$ cat src/rtl/zap_store_aligner.sv
// Store-buffer and Wishbone write aligner: formats byte/half/word stores into lane-selected words.
// Optional `ZAP_ARM60_BIG_ENDIAN_EN selects ARM60 big-endian byte lanes; default is little-endian.
module zap_store_aligner #(
  parameter int DEPTH = 2
) (
  input  logic        i_clk,
  input  logic        i_reset,
  input  logic        i_st_valid,
  output logic        o_st_ready,
  input  logic [31:0] i_st_addr,
  input  logic [31:0] i_st_data,
  input  logic        i_st_byte,
  input  logic        i_st_half,
  output logic        o_wb_cyc,
  output logic        o_wb_stb,
  output logic        o_wb_we,
  output logic [31:0] o_wb_adr,
  output logic [3:0]  o_wb_sel,
  output logic [31:0] o_wb_dat,
  input  logic        i_wb_ack,
  input  logic        i_wb_err,
  output logic        o_fault,
  output logic [31:0] o_fault_addr,
  output logic        o_empty
);

  localparam int AW = (DEPTH > 1) ? $clog2(DEPTH) : 1;
  localparam int CW = AW + 1;

  typedef enum logic {IDLE, BUSY} state_t;

  typedef struct packed {
    logic [29:0] wadr;
    logic [3:0]  sel;
    logic [31:0] dat;
  } entry_t;

  function automatic entry_t format_store(input logic [31:0] addr, input logic [31:0] data,
                                          input logic byte_en, input logic half_en);
    entry_t e;
    e.wadr = addr[31:2];
    if (byte_en && !half_en) begin
      e.dat = {4{data[7:0]}};
`ifdef ZAP_ARM60_BIG_ENDIAN_EN
      e.sel = 4'b1000 >> addr[1:0];
`else
      e.sel = 4'b0001 << addr[1:0];
`endif
    end else if (half_en && !byte_en) begin
      e.dat = {2{data[15:0]}};
      e.sel = addr[1] ? 4'b1100 : 4'b0011;
    end else begin
      e.dat = data;
      e.sel = 4'b1111;
    end
    return e;
  endfunction

  state_t          state_q, state_d;
  entry_t          mem_q [DEPTH];
  logic [AW-1:0]   wr_ptr_q, wr_ptr_d, rd_ptr_q, rd_ptr_d;
  logic [CW-1:0]   count_q, count_d;
  logic            fault_q, fault_d;
  logic [31:0]     fault_addr_q, fault_addr_d;
  logic            push, pop, busy;
  entry_t          head;

  assign busy       = (state_q == BUSY);
  assign head       = mem_q[rd_ptr_q];
  assign o_st_ready = (count_q < CW'(DEPTH));
  assign push       = i_st_valid && o_st_ready;
  assign pop        = busy && (i_wb_ack || i_wb_err);

  always_comb begin
    wr_ptr_d     = wr_ptr_q;
    rd_ptr_d     = rd_ptr_q;
    count_d      = count_q;
    state_d      = state_q;
    fault_d      = 1'b0;
    fault_addr_d = fault_addr_q;

    if (push) wr_ptr_d = wr_ptr_q + 1'b1;
    if (pop)  rd_ptr_d = rd_ptr_q + 1'b1;
    case ({push, pop})
      2'b10:   count_d = count_q + 1'b1;
      2'b01:   count_d = count_q - 1'b1;
      default: count_d = count_q;
    endcase

    // Error wins over a simultaneous ack: the entry is dropped and reported, never retried.
    if (pop && i_wb_err) begin
      fault_d      = 1'b1;
      fault_addr_d = {head.wadr, 2'b00};
    end

    case (state_q)
      IDLE:    if (count_d != '0) state_d = BUSY;
      BUSY:    if (pop && count_d == '0) state_d = IDLE;
      default: state_d = IDLE;
    endcase
  end

  // NOTE: sequential state uses non-blocking assignments so every register samples pre-edge values.
  always_ff @(posedge i_clk) begin
    if (i_reset) begin
      state_q      <= IDLE;
      wr_ptr_q     <= '0;
      rd_ptr_q     <= '0;
      count_q      <= '0;
      fault_q      <= 1'b0;
      fault_addr_q <= '0;
    end else begin
      state_q      <= state_d;
      wr_ptr_q     <= wr_ptr_d;
      rd_ptr_q     <= rd_ptr_d;
      count_q      <= count_d;
      fault_q      <= fault_d;
      fault_addr_q <= fault_addr_d;
    end
  end

  // NOTE: buffer storage is deliberately not reset; the pointers and count define which slots are valid.
  always_ff @(posedge i_clk) begin
    if (push) mem_q[wr_ptr_q] <= format_store(i_st_addr, i_st_data, i_st_byte, i_st_half);
  end

  // Bus fields come straight from the head slot, so they stay stable until the entry pops.
  assign o_wb_cyc     = busy;
  assign o_wb_stb     = busy;
  assign o_wb_we      = busy;
  assign o_wb_adr     = busy ? {head.wadr, 2'b00} : 32'h0;
  assign o_wb_sel     = busy ? head.sel : 4'h0;
  assign o_wb_dat     = busy ? head.dat : 32'h0;
  assign o_fault      = fault_q;
  assign o_fault_addr = fault_addr_q;
  assign o_empty      = (count_q == '0) && !busy;

endmodule

$ cat config.mk
export PLATFORM = sky130hd
export DESIGN_NAME = zap_store_aligner
export DESIGN_NICKNAME = d
export VERILOG_FILES = /design/src/rtl/zap_store_aligner.sv
export SDC_FILE = /design/constraint.sdc
export NUM_CORES = 1
export LEC_CHECK = 0
export ABC_AREA = 1
export CAP_MARGIN = 20
export CELL_PAD_IN_SITES_DETAIL_PLACEMENT = 0
export CELL_PAD_IN_SITES_GLOBAL_PLACEMENT = 2
export CORE_MARGIN = 3
export CORE_UTILIZATION = 25
export DETAILED_ROUTE_END_ITERATION = 6
export GPL_ROUTABILITY_DRIVEN = 0
export PLACE_DENSITY = 0.66
export SYNTH_ARGS = -nofsm -noshare
export SYNTH_HDL_FRONTEND = slang
export SYNTH_SLANG_ARGS = --single-unit
$ cat constraint.sdc
create_clock -name i_clk -period 5.7 [get_ports i_clk]
set_input_delay 1.71 -clock i_clk [delete_from_list [all_inputs] [get_ports i_clk]]
set_output_delay 1.71 -clock i_clk [all_outputs]
set_load 0.1 [all_outputs]
==> results.json <==
{
  "outcome": "finished clean",
  "setup_violations": 0,
  "antenna_left": 0,
  "num_rows": 59,
  "setup_slack_ps": 1590,
  "ys_ff_latch": 169,
  "io_pins": 177,
  "cts.clk_slew.worst_paths_ps": 70,
  "crit_arrival_ps": 2400,
  "clkLatencyLatePin_ps": 420,
  "grt_max_degree": 67,
  "period_share": 0.720,
  "yosys.area.top_type": "edfxtp_1",
  "utilization": 0.348,
  "synth_area_sq_um": 6660,
  "port_buffers": 172,
  "cts_root_buf": "clkbuf_16",
  "hpwl_um": 12900,
  "fin_tns_setup_ps": 0,
  "totalWireLength_um": 18400,
  "htreeDepth": 4,
  "ys.flop_type": "edfxtp_1",
  "cts-resized-gates": 0,
  "synth_area_leaders": "edfxtp_1 60%, dfxtp_1 11%, o21ai_0 6.2%",
  "die_w_um": 169,
  "nNetsFinal": 824,
  "postSynthCellCount": 587,
  "r2r_setup_slack_ps": 3550,
  "yosys.area.top_type_share": 0.595,
  "final_common_cell": "edfxtp_1",
  "hold-worst-slack_ps": 482,
  "synth_enable_flop_cells": 132,
  "grt_pass1_vias": 4842,
  "postCtsSetupRepairBufs": 0,
  "clockBufferDepth": 2,
  "slowest_delay_ps": 540,
  "numCtsBuffers": 17,
  "synth_cell_types": 28,
  "maxCapViolCount": 0,
  "worstHoldPathType": "reg -> reg",
  "fin_worst_skew_ps": 13.1,
  "ctsHoldBuffers": 0,
  "worstSetupPathType": "reg -> out",
  "final_layout_size_suffix_gt1_frac": 0.162,
  "area_delta_synth_final_pct": 36.5,
  "hold_violations": 0,
  "path_cells": "inv_2, buf_4, nor2_1, nor2_1, buf_4",
  "min_period_ps": 4110,
  "worst_slew_pin_slew_ps": 1040,
  "grt_pass1_wl_um": 28000,
  "coreArea_sq_um": 26100,
  "grt_overflow": 0,
  "yosys_warnings": 0,
  "dp_slack_ps": 1720,
  "crit_path_top_delay_cell": "inv_2",
  "grt.total_usage": 0.127,
  "ys_seq_area_frac": 0.706,
  "drc": 0,
  "start_util": 0.255,
  "hold_path_depth": 2,
  "relSlewSlack": 0.307,
  "avgSynthCellArea_sq_um": 11.3,
  "grt_antenna_before_repair": 0,
  "antenna_cells": 0,
  "slew_violations": 0,
  "mostFrequentLayoutCells": "132 x edfxtp_1, 106 x clkdlybuf4s50_1, 104 x nor2_1",
  "via_count": 4793,
  "fp.dieH_um": 169,
  "die-area_sq_um": 28600,
  "crit_path_end_kind": "output pin",
  "first_pass_iters": 4,
  "reg2reg_depth": 4,
  "fmax_mhz": 244,
  "crit_required_ps": 3990,
  "cts_sinks": 169,
  "routedWlPerCell_um": 16.7,
  "critPathMaxFanout": 40,
  "avgViaCountPerCell": 4.36,
  "worstSetupStartpointType": "register",
  "rsz0062_at_grt": "false",
  "drt_iter0_drc": 290,
  "async_flop_share": 0,
  "cts_tree": "built"
}
[final timing paths]
check | startpoint | to
worst min register to register | o_fault_addr[20]$_SDFFE_PP0P_ | o_fault_addr[20]$_SDFFE_PP0P_
worst max register to register | count_q[1]$_SDFF_PP0_ | mem_q[0][50]$_DFFE_PP_
worst max-delay path | register | o_wb_dat[29]
worst min-delay path | o_fault_addr[20]$_SDFFE_PP0P_ | o_fault_addr[20]$_SDFFE_PP0P_
[state kept, by name (all words and copies together), names as in the netlist, named ones only]
name / cells
o_fault_addr: 30
mem_q: 132
rd_ptr_q: 1
count_q: 2
o_fault: 1
wr_ptr_q: 1
o_wb_cyc: 1
[cells by family after synthesis]
group                      synth area share
buffers and inverters                0.0419
and+or+nand+nor                       0.148
DFF                                   0.706
other                              0.000563
adders and majority gates           0.00188
xor gates and xnor gates            0.00132
AOI/OAI and AO/OA                    0.0999
[layer usage]
| metal | GRT usage | share of wire | vias up |
|---|---|---|---|
| met3 | 0.0347 | 0.074 | 12 |
| met4 | 0.0352 | 0.0087 | 0 |
| met1 | 0.176 | 0.48 | 2258 |
| li1 | - | - | 2345 |
| met2 | 0.197 | 0.44 | 178 |
| met5 | 0 | 0 | - |
[cell usage after synthesis, types with 3 or more instances]
master,n
a21oi_1,20
buf_2,15
buf_4,7
buf_6,3
clkbuf_1,12
dfxtp_1,37
edfxtp_1,132
inv_1,16
nand2_1,68
nand3_1,21
nor2_1,106
o21ai_0,83
o21ai_1,17
o21ai_2,4
or2_0,7
or2_1,17
or2_2,6
[critical path: cells and delay by family (launching register included)]
kind,cells,cell delay [ps]
buffers and inverters,3,1340
AND/OR/NAND/NOR,2,310
flip-flops,1,320
[stage by stage]
| step | instances | area [sq um] |
|---|---|---|
| floorplan | 590 | 6670 |
| detailed placement | 1067 | 8510 |
| CTS | 1099 | 9070 |
| global placement | 1067 | 8510 |
| finish | 1100 | 9090 |
| global route | 1100 | 9090 |
[cell type report]
class	instances	area [sq um]
fillers	2630	17000
repair buffers	180	1630
well taps	335	419
clock buffers	20	457
clock inverters	12	108
flip-flops and latches	169	4710
multi-input cells	365	1700
inverters	19	72.6
Power is not shown: default switching activity piles up to over one toggle a cycle in this logic, so the estimate is an artifact.
